### src/rtl/vga_timing_gen_if.sv
// vga_timing_gen_if: pixel strobe, frame-memory data/address and VGA pin bundle.
// test_en exists only when VGA_TESTPATTERN_EN is defined.
interface vga_timing_gen_if #(parameter int AW = 10);
  logic          pix_en;
`ifdef VGA_TESTPATTERN_EN
  logic          test_en;
`endif
  logic [23:0]   vga_data;
  logic [AW-1:0] h_addr;
  logic [AW-1:0] v_addr;
  logic          hsync;
  logic          vsync;
  logic          valid;
  logic [7:0]    vga_r;
  logic [7:0]    vga_g;
  logic [7:0]    vga_b;
  logic          frame_start;
  modport master (
`ifdef VGA_TESTPATTERN_EN
    input  test_en,
`endif
    input  pix_en, vga_data,
    output h_addr, v_addr, hsync, vsync, valid, vga_r, vga_g, vga_b, frame_start
  );
  modport slave (
`ifdef VGA_TESTPATTERN_EN
    output test_en,
`endif
    output pix_en, vga_data,
    input  h_addr, v_addr, hsync, vsync, valid, vga_r, vga_g, vga_b, frame_start
  );
endinterface

### src/rtl/vga_timing_gen.sv
// vga_timing_gen: parametrised VGA timing with sync/blank delayed to match frame-memory latency.
// VGA_TESTPATTERN_EN adds an 8-bar colour pattern selected by test_en.
module vga_timing_gen #(
  parameter int H_ACTIVE  = 640,
  parameter int H_FP      = 16,
  parameter int H_SYNC    = 96,
  parameter int H_BP      = 48,
  parameter int V_ACTIVE  = 480,
  parameter int V_FP      = 10,
  parameter int V_SYNC    = 2,
  parameter int V_BP      = 33,
  parameter int HSYNC_POL = 0,
  parameter int VSYNC_POL = 0,
  parameter int RD_LAT    = 1,
  parameter int AW        = 10
) (
  input logic              clock,
  input logic              resetn,
  vga_timing_gen_if.master bus
);
  localparam int H_TOTAL = H_ACTIVE + H_FP + H_SYNC + H_BP;
  localparam int V_TOTAL = V_ACTIVE + V_FP + V_SYNC + V_BP;
  localparam int HW = $clog2(H_TOTAL);
  localparam int VW = $clog2(V_TOTAL);
  localparam logic HP = 1'(HSYNC_POL);
  localparam logic VP = 1'(VSYNC_POL);
`ifdef VGA_TESTPATTERN_EN
  localparam int DW = 4 + HW;
`else
  localparam int DW = 4;
`endif
  logic [HW-1:0] h_cnt;
  logic [VW-1:0] v_cnt;
  logic          h_last, v_last, act0, hs0, vs0, fs0;
  logic [DW-1:0] s0, sd;
  logic [23:0]   pix, rgb;
  assign h_last = h_cnt == HW'(H_TOTAL - 1);
  assign v_last = v_cnt == VW'(V_TOTAL - 1);
  always_ff @(posedge clock or negedge resetn)
    if (!resetn) begin
      h_cnt <= '0;
      v_cnt <= '0;
    end else if (bus.pix_en) begin
      h_cnt <= h_last ? '0 : h_cnt + 1'b1;
      if (h_last) v_cnt <= v_last ? '0 : v_cnt + 1'b1;
    end
  assign act0 = 32'(h_cnt) < H_ACTIVE && 32'(v_cnt) < V_ACTIVE;
  assign hs0  = 32'(h_cnt) >= H_ACTIVE + H_FP && 32'(h_cnt) < H_ACTIVE + H_FP + H_SYNC;
  assign vs0  = 32'(v_cnt) >= V_ACTIVE + V_FP && 32'(v_cnt) < V_ACTIVE + V_FP + V_SYNC;
  assign fs0  = h_cnt == '0 && v_cnt == '0;
  assign bus.h_addr = act0 ? AW'(h_cnt) : '0;
  assign bus.v_addr = act0 ? AW'(v_cnt) : '0;
`ifdef VGA_TESTPATTERN_EN
  assign s0 = {h_cnt, act0, hs0, vs0, fs0};
`else
  assign s0 = {act0, hs0, vs0, fs0};
`endif
  // stage flags travel alongside the memory read so RGB meets its own sync/blank
  generate
    if (RD_LAT == 0) begin : g_nodly
      assign sd = s0;
    end else begin : g_dly
      logic [DW-1:0] dl [RD_LAT];
      always_ff @(posedge clock or negedge resetn)
        if (!resetn) begin
          for (int i = 0; i < RD_LAT; i++) dl[i] <= '0;
        end else if (bus.pix_en) begin
          dl[0] <= s0;
          for (int i = 1; i < RD_LAT; i++) dl[i] <= dl[i-1];
        end
      assign sd = dl[RD_LAT-1];
    end
  endgenerate
`ifdef VGA_TESTPATTERN_EN
  logic [HW-1:0] dh;
  logic [2:0]    bar;
  assign dh  = sd[DW-1:4];
  assign bar = 3'(32'(dh) * 8 / H_ACTIVE);
  assign pix = bus.test_en ? {{8{~bar[1]}}, {8{~bar[2]}}, {8{~bar[0]}}} : bus.vga_data;
`else
  assign pix = bus.vga_data;
`endif
  always_ff @(posedge clock or negedge resetn)
    if (!resetn) begin
      bus.valid       <= 1'b0;
      bus.hsync       <= ~HP;
      bus.vsync       <= ~VP;
      bus.frame_start <= 1'b0;
      rgb             <= '0;
    end else begin
      bus.frame_start <= bus.pix_en & sd[0];
      if (bus.pix_en) begin
        bus.valid <= sd[3];
        bus.hsync <= sd[2] ? HP : ~HP;
        bus.vsync <= sd[1] ? VP : ~VP;
        rgb       <= sd[3] ? pix : '0;
      end
    end
  assign {bus.vga_r, bus.vga_g, bus.vga_b} = rgb;
endmodule

### src/flat_wrapper.sv
// flat-port wrapper written by rule: the top's interface ports become plain ports
module vga_timing_gen_flat 
#(
  parameter int H_ACTIVE  = 640,
  parameter int H_FP      = 16,
  parameter int H_SYNC    = 96,
  parameter int H_BP      = 48,
  parameter int V_ACTIVE  = 480,
  parameter int V_FP      = 10,
  parameter int V_SYNC    = 2,
  parameter int V_BP      = 33,
  parameter int HSYNC_POL = 0,
  parameter int VSYNC_POL = 0,
  parameter int RD_LAT    = 1,
  parameter int AW        = 10
)
  (clock, resetn, bus_pix_en, bus_vga_data, bus_h_addr, bus_v_addr, bus_hsync, bus_vsync, bus_valid, bus_vga_r, bus_vga_g, bus_vga_b, bus_frame_start);
  vga_timing_gen_if #(.AW(AW)) bus_i ();
  input logic clock;
  input logic resetn;
  input wire logic [$bits(bus_i.pix_en)-1:0] bus_pix_en;
  input wire logic [$bits(bus_i.vga_data)-1:0] bus_vga_data;
  output wire logic [$bits(bus_i.h_addr)-1:0] bus_h_addr;
  output wire logic [$bits(bus_i.v_addr)-1:0] bus_v_addr;
  output wire logic [$bits(bus_i.hsync)-1:0] bus_hsync;
  output wire logic [$bits(bus_i.vsync)-1:0] bus_vsync;
  output wire logic [$bits(bus_i.valid)-1:0] bus_valid;
  output wire logic [$bits(bus_i.vga_r)-1:0] bus_vga_r;
  output wire logic [$bits(bus_i.vga_g)-1:0] bus_vga_g;
  output wire logic [$bits(bus_i.vga_b)-1:0] bus_vga_b;
  output wire logic [$bits(bus_i.frame_start)-1:0] bus_frame_start;
  assign bus_i.pix_en = bus_pix_en;
  assign bus_i.vga_data = bus_vga_data;
  assign bus_h_addr = bus_i.h_addr;
  assign bus_v_addr = bus_i.v_addr;
  assign bus_hsync = bus_i.hsync;
  assign bus_vsync = bus_i.vsync;
  assign bus_valid = bus_i.valid;
  assign bus_vga_r = bus_i.vga_r;
  assign bus_vga_g = bus_i.vga_g;
  assign bus_vga_b = bus_i.vga_b;
  assign bus_frame_start = bus_i.frame_start;
  vga_timing_gen #(.H_ACTIVE(H_ACTIVE), .H_FP(H_FP), .H_SYNC(H_SYNC), .H_BP(H_BP), .V_ACTIVE(V_ACTIVE), .V_FP(V_FP), .V_SYNC(V_SYNC), .V_BP(V_BP), .HSYNC_POL(HSYNC_POL), .VSYNC_POL(VSYNC_POL), .RD_LAT(RD_LAT), .AW(AW)) u_core (.clock(clock), .resetn(resetn), .bus(bus_i));
endmodule
### config.mk
export PLATFORM = sky130hd
export DESIGN_NAME = vga_timing_gen_flat
export DESIGN_NICKNAME = d
export VERILOG_FILES = /design/src/rtl/vga_timing_gen_if.sv /design/src/rtl/vga_timing_gen.sv /design/src/flat_wrapper.sv
export SDC_FILE = /design/constraint.sdc
export NUM_CORES = 1
export LEC_CHECK = 0
export BUFFER_PORTS_ARGS = -buffer_cell sky130_fd_sc_hd__buf_4
export CAP_MARGIN = 20
export CORE_UTILIZATION = 47
export DETAILED_ROUTE_END_ITERATION = 16
export PLACE_DENSITY = 0.73
export SLEW_MARGIN = 20
export SYNTH_ARGS = -nofsm -noshare
export SYNTH_HDL_FRONTEND = slang
export SYNTH_SLANG_ARGS = --single-unit
### constraint.sdc
create_clock -name clock -period 2.4 [get_ports clock]
set_input_delay 0.48 -clock clock [delete_from_list [all_inputs] [get_ports clock]]
set_output_delay 0.48 -clock clock [all_outputs]
set_load 0.03 [all_outputs]
==> results of run 1 <==
## path summary, 6_finish.rpt
| path | end | slack, ps | cells after the start |
|---|---|---|---|
| worst max-delay path | bus_v_addr[8] | 160 | 5 |
| worst min-delay path | u_core.h_cnt[4] | 180 | 1 |
| worst max register to register | u_core.g_dly.dl[0] | 470 | 4 |
| worst min register to register | u_core.bus.frame_start | 500 | 1 |
| max in group asynchronous | u_core.v_cnt[0] | 1780 | 1 |
| min in group clock | u_core.rgb[12] | 400 | 3 |
## kinds of logic (layout without fill, tap and decap cells)
group           count (synthesis)  after routing
mux                             8              8
compound gates                 46             46
buf+inv                        48            117
other cells                     1              1
simple gates                  101            101
flops                          52             52
xor+xnor                        7              7
fa+ha+maj                       4              4
## report_power, final
part | leakage (nW) | total (mW) | internal (mW) | switching (mW)
registers | 0.646 | 1.06 | 0.958 | 0.105
logic | 0.917 | 0.582 | 0.242 | 0.340
clock network | 0.0445 | 0.503 | 0.207 | 0.295
total | 1.61 | 2.15 | 1.41 | 0.740
## critical path, stage by stage (launching register included)
cell	delay (ps)
dfrtp_1	460
and4_2	340
nor3_2	200
buf_4	170
and2_1	130
buf_4	160
## cell type report
class / instances / share of cell area [%]
clock buffer: 5 / 2.11
clock inverter: 3 / 0.653
inverter: 32 / 3.69
multi-input combinational: 167 / 33.1
sequential: 52 / 40.0
tap: 70 / 2.69
timing repair buffer: 77 / 17.7
## stage by stage
stage                     util (%)  hold slack, ps  setup slack [ps]  cell area, sq um
after CTS                     62.5             217              62.6              3250
after floorplan                  -             184               163              2600
after global routing          62.6             235              45.3              3260
final                         62.6             184               160              3260
after detailed placement      60.7             466               411              3160
after global placement        60.7             472               449              3160
## synth_stat cells (all sizes together), types with 2 or more instances
| cell | n | share of area (%) |
|---|---|---|
| dfrtp | 50 | 48 |
| inv | 32 | 4.6 |
| o21ai | 32 | 6.2 |
| nand3 | 29 | 5.8 |
| and2 | 16 | 3.9 |
| clkbuf | 14 | 3.2 |
| nand2 | 11 | 1.6 |
| nor4 | 7 | 1.9 |
| mux2 | 6 | 2.6 |
| nor2 | 6 | 0.87 |
| nand4 | 5 | 1.2 |
| xor2 | 5 | 1.7 |
| and4 | 4 | 1.3 |
| ha | 4 | 1.9 |
| a21oi | 3 | 0.58 |
| and3 | 3 | 0.72 |
| nor3 | 3 | 0.58 |
| or3 | 3 | 0.72 |
| a31oi | 2 | 0.48 |
| and4b | 2 | 0.82 |
| buf | 2 | 0.72 |
| dfstp | 2 | 2.0 |
| mux2i | 2 | 0.77 |
| nand2b | 2 | 0.48 |
| nor3b | 2 | 0.58 |
| nor4b | 2 | 0.67 |
| o22ai | 2 | 0.48 |
| or4 | 2 | 0.63 |
| or4b | 2 | 0.92 |
| xnor2 | 2 | 0.67 |
## registers in the layout (all words and copies together) (netlist names)
signal	flops
u_core.bus.vsync	1
u_core.h_cnt	10
u_core.bus.hsync	1
u_core.bus.frame_start	1
u_core.g_dly.dl	4
u_core.bus.valid	1
u_core.v_cnt	10
u_core.rgb	24
## routing by layer
layer	global-route usage (%)	vias to the layer above	wire length, um
li1	-	1058	-
met5	0	-	0
met4	5.77	0	61
met1	27.5	981	2610
met3	4.91	6	322
met2	32.7	67	2670
==> results.py, run 1 <==
metrics = {
    "global_routing": {
        "grt_max_degree": 53,
        "grt_pass1_wl_um": 9490,
        "first_global_vias": 1953,
        "antenna_found_initial": 0,
        "globalRouteOverflowTotal": 0,
        "grt_usage_pct": 20.4,
    },
    "yosys": {
        "synth_compound_area_share_pct": 9.88,
        "synth_warnings": 0,
        "synth-async-reset-ratio_pct": 100,
        "syn_nets": 298,
        "synthAdderAreaFrac_pct": 1.93,
        "synth_cell_type_count": 48,
        "synth-simple-area-share_pct": 23.6,
        "ys_ff_latch": 52,
        "synth_edf_count": 0,
        "synth_ff_type": "dfrtp_1",
        "synthCells": 267,
        "synth_mux_area_share_pct": 3.37,
        "synth.avg_cell_area_sq_um": 9.72,
        "synth_top_family_by_area": "simple AND/OR/NAND/NOR gates",
        "ys_seq_area_share_pct": 50.2,
        "synth_xor_area_share_pct": 2.36,
        "syn-cell-area_sq_mm": 0.00260,
    },
    "clock_network": {
        "tritoncts": "done",
        "postCtsSetupBuffers": 0,
        "clockRootBuffer": "clkbuf_8",
        "cts.sinks": 52,
        "clock_path_buffers": 2,
        "cts_resized": 0,
        "cts-hold-fix-buffers": 0,
        "clk_transition_reported_paths_ps": 100,
        "cts_max_level": 2,
        "clock_latency_ps": 300,
        "cts_buffers": 5,
    },
    "outcome": {
        "status": "complete, no violations",
    },
    "pwr": {
        "total_power_mw": 2.15,
        "p_leak_nw": 1.61,
        "peakVddDrop_uv": 334,
        "cellPowerDensity_mw_per_mm2": 659,
    },
    "route": {
        "drtIter0Drc": 113,
        "drt_pre_antenna_iters": 4,
        "drc_errors": 0,
        "vias": 2112,
        "wl_per_cell_um": 13.9,
        "wl_um": 5660,
        "ant_nets": 0,
        "viasPerCell": 5.20,
    },
    "worst_setup_path": {
        "cp_data_arrival_time_ps": 1760,
        "worst-setup-path-type": "reg -> out",
        "required_ps": 1920,
        "cp-start-kind": "flop",
        "r2r-start": "u_core.h_cnt[4]",
        "crit_path_end_kind": "output pin",
        "path_max_fanout": 10,
        "cp-startpoint": "u_core.v_cnt[5]",
    },
    "worst_hold_path": {
        "min_path_type": "in -> async",
    },
    "cells_and_area": {
        "antenna_cells": 0,
        "layout_commonest_cell": "buf_4",
        "drive_above_1_share_pct": 31.0,
        "nFillCells": 463,
        "layoutNonFillerInstCount": 406,
        "regArea_sq_mm": 0.00130,
        "syn_to_final_growth_pct": 25.4,
        "layout_common_cells": "77 x buf_4, 50 x dfrtp_1, 32 x inv_1, 32 x o21ai_0, 28 x nand3_1",
        "fin_nets": 366,
        "multi_input_area_sq_mm": 0.00108,
    },
    "floorplan": {
        "ios": 75,
        "die_height_um": 76.3,
        "core_sq_mm": 0.00520,
        "initial_core_util_pct": 49.9,
        "die_w_um": 76.3,
        "die_area_sq_mm": 0.00583,
        "rows": 26,
    },
    "timing": {
        "fin_crit_ps": 2240,
        "drv_slew": 0,
        "fin_skew_ps": 7.38,
        "setup_viol": 0,
        "worst_pin_slew_ps": 850,
        "hold_viol_final": 0,
        "slew_headroom_pct": 43.3,
        "rsz0062_at_grt": "false",
        "setup-tns-final_ps": 0,
        "finalCritPeriodShare_pct": 93.3,
        "fmax_mhz": 446,
    },
    "place": {
        "routabilityCongestion": 0.845,
        "dp_hpwl_um": 4020,
        "dp.cells": 398,
        "port_buffers": 73,
    },
    "run": {
        "cap_violations": 0,
    },
}
Power figures use the tool's default switching activity.
==> inputs of run 2 (changes only) <==
Settings changed: ABC_AREA set to 1.
==> run 2 against run 1 <==
Compared with the run above: final cell count is 17% higher; non-clock buffer count is 2 higher; sequential share of layout area shrank 0.92 points; worst setup slack better by 40 ps; first-iteration DRC count rose by 7.1%; clock-buffer cell count rose by 1; total power grew 51%; area after synthesis rose by 2.2%; die area is 2.1% higher; hold slack gained 7.6 ps; register-to-register slack improved by 400 ps; combinational power rose to 2.6 times the previous value; critical path type unchanged; critical endpoint is now bus_h_addr[0]; largest cell class unchanged; largest power group is now combinational logic.
==> results.py, run 2 <==
metrics = {
    "outcome": {
        "status": "complete, no violations",
    },
    "timing": {
        "fin_skew_ps": 7.70,
        "setup-tns-final_ps": 0,
        "whs_ps": 191,
        "finalCritPeriodShare_pct": 91.7,
        "setup_viol": 0,
        "fin_crit_ps": 2200,
        "hold_viol_final": 0,
        "drv_slew": 0,
        "fmax_mhz": 454,
        "rsz0062_at_grt": "false",
        "worst_pin_slew_ps": 846,
        "slew_headroom_pct": 43.6,
    },
    "yosys": {
        "yosysMostFrequentCell": "nand2_1",
        "syn_nets": 363,
        "synth-async-reset-ratio_pct": 100,
        "synth_area_leaders": "dfrtp_1 47%, nand2_1 13%, nand3_1 7.9%",
        "synth_warnings": 0,
        "synth.avg_cell_area_sq_um": 7.99,
        "synth_cell_type_count": 31,
        "synth_edf_count": 0,
        "yosysTopAreaCell": "dfrtp_1",
        "ys_seq_area_share_pct": 49.1,
        "synth_top_area_share_pct": 47.1,
        "ys_top_cells_by_count": "93 x nand2_1, 50 x dfrtp_1, 42 x nand3_1, 34 x nor2_1, 32 x inv_1",
        "ys_ff_latch": 52,
        "syn-cell-area_sq_mm": 0.00265,
        "synthCells": 332,
        "synth_ff_type": "dfrtp_1",
    },
    "worst_setup_path": {
        "crit_path_end_kind": "output pin",
        "reg2reg_to": "u_core.v_cnt[2]",
        "path_delay_family": "simple AND/OR/NAND/NOR gates",
        "cp-start-kind": "flop",
        "required_ps": 1920,
        "worst-setup-path-type": "reg -> out",
        "crit_top_cell": "buf_4",
        "path_max_fanout": 4,
        "slowest_delay_ps": 420,
        "r2r_slack_ps": 870,
        "r2r_cells": 7,
        "cp_slowest_cell": "dfrtp_1",
        "path_buf_inv": 3,
        "cp_data_arrival_time_ps": 1720,
        "crit_chain": "nand2_1, inv_1, nor3_1, nand2_2, buf_4, nor2_1, buf_4",
        "r2r-start": "u_core.v_cnt[0]",
    },
    "route": {
        "wl_per_cell_um": 12.8,
        "wl_um": 6050,
        "vias": 2377,
        "drc_errors": 0,
        "drt_pre_antenna_iters": 4,
        "viasPerCell": 5.03,
        "ant_nets": 0,
        "drtIter0Drc": 121,
    },
    "cells_and_area": {
        "antenna_cells": 0,
        "layout_common_cells": "92 x nand2_1, 79 x buf_4, 50 x dfrtp_1, 42 x nand3_1, 34 x nor2_1",
        "drive_above_1_share_pct": 27.3,
        "largest_register": "u_core.rgb",
        "multi_input_area_sq_mm": 0.00112,
        "layout_commonest_cell": "nand2_1",
        "fin_nets": 433,
        "regArea_sq_mm": 0.00130,
        "nFillCells": 491,
        "syn_to_final_growth_pct": 25.6,
        "postLayoutCellArea_sq_mm": 0.00333,
        "largest_register_ffs": 24,
        "largest_registers": "u_core.rgb x24, u_core.h_cnt x10, u_core.v_cnt x10",
    },
    "pwr": {
        "total_power_mw": 3.24,
        "peakVddDrop_uv": 587,
        "cellPowerDensity_mw_per_mm2": 972,
        "p_leak_nw": 1.78,
    },
    "global_routing": {
        "grt_pass1_wl_um": 10100,
        "grt_max_degree": 53,
        "first_global_vias": 2165,
        "antenna_found_initial": 0,
        "globalRouteOverflowTotal": 0,
        "grt_usage_pct": 21.2,
    },
    "clock_network": {
        "clock_latency_ps": 300,
        "clockRootBuffer": "clkbuf_8",
        "cts_max_level": 2,
        "clock_path_buffers": 2,
        "cts_buffers": 5,
        "clk_transition_reported_paths_ps": 100,
        "tritoncts": "done",
        "cts.sinks": 52,
        "cts-hold-fix-buffers": 0,
    },
    "floorplan": {
        "core_sq_mm": 0.00527,
        "die_height_um": 77.1,
        "die_w_um": 77.1,
        "ios": 75,
        "initial_core_util_pct": 50.4,
        "rows": 26,
        "die_area_sq_mm": 0.00595,
    },
    "place": {
        "routabilityCongestion": 0.863,
        "placed_cell_area_sq_mm": 0.00323,
        "port_buffers": 73,
        "dp_hpwl_um": 4350,
    },
    "run": {
        "cap_violations": 0,
    },
    "worst_hold_path": {
        "min_path_type": "in -> async",
    },
}
-- run 2: cell count changes after synthesis, moves of 5 or more --
cell	before	now
o21ai_0	32	13
mux2_2	6	0
clkbuf_1	11	6
nor4_1	6	0
and2_1	15	0
buf_2	0	5
nand2_1	11	93
nand3_1	28	42
nor2_1	6	34
-- run 2: layout make-up --
cell class | count | area share, %
Timing Repair Buffer | 79 | 17.8
Clock inverter | 2 | 0.488
Sequential cell | 52 | 39.1
Tap cell | 70 | 2.63
Multi-Input combinational cell | 228 | 33.7
Clock buffer | 6 | 2.18
Inverter | 36 | 4.05
-- run 2: per-stage QoR --
step	std cells	utilization, %	setup slack [ps]
final	473	63.2	199
after global routing	473	63.2	91.1
after CTS	472	63.1	61.8
after detailed placement	464	61.4	407
after global placement	464	61.4	444
after floorplan	332	-	527
-- run 2: power breakdown --
group	leakage, nW	switching (mW)	total (mW)	internal, mW
sequential	0.641	0.165	1.21	1.04
combinational	1.10	1.00	1.53	0.531
clock	0.0414	0.289	0.497	0.208
total	1.78	1.46	3.24	1.78
-- run 2: kinds of logic after synthesis --
group           Yosys count  share of synthesized area [%]
other cells               1                          0.141
flops                    52                           49.1
xor+xnor                  5                           1.65
fa+ha+maj                 4                           1.89
buf+inv                  52                           8.58
simple gates            199                           34.6
compound gates           19                           4.05
-- run 2: worst max path at each step --
| stage | startpoint | endpoint | cells after the start | slack (ps) |
|---|---|---|---|---|
| 2_1_floorplan | u_core.h_cnt[8] | bus_h_addr[9] | 6 | 530 |
| 3_3_place_gp | u_core.h_cnt[8] | bus_v_addr[2] | 7 | 440 |
| 3_5_place_dp | u_core.h_cnt[8] | bus_v_addr[7] | 7 | 410 |
| 4_1_cts | u_core.h_cnt[8] | bus_h_addr[0] | 7 | 60 |
| 5_1_grt | u_core.h_cnt[8] | bus_h_addr[0] | 7 | 90 |
| 6_report | u_core.h_cnt[8] | bus_h_addr[0] | 7 | 200 |
-- run 2: timing repair --
item                                   CTS  global route
gates resized for setup                  0             1
endpoints found under the hold margin    0             0
buffers inserted                         0             1
setup endpoints to repair                0            12
-- run 2: per-layer routing --
layer | part of all wire (%) | GRT usage, % | up-vias
met5 | 0 | 0 | -
met3 | 6.7 | 4.40 | 8
met4 | 1.3 | 7.55 | 0
met2 | 45 | 33.0 | 80
li1 | - | - | 1183
met1 | 47 | 29.3 | 1106
-- run 2: worst reg2reg max path: stages (launching register included) --
cell and delay, ps:
dfrtp_1 420, inv_1 140, ha_1 230, inv_1 50, nor2_1 90, nand4_1 230, nand3_1 170, o21ai_0 90
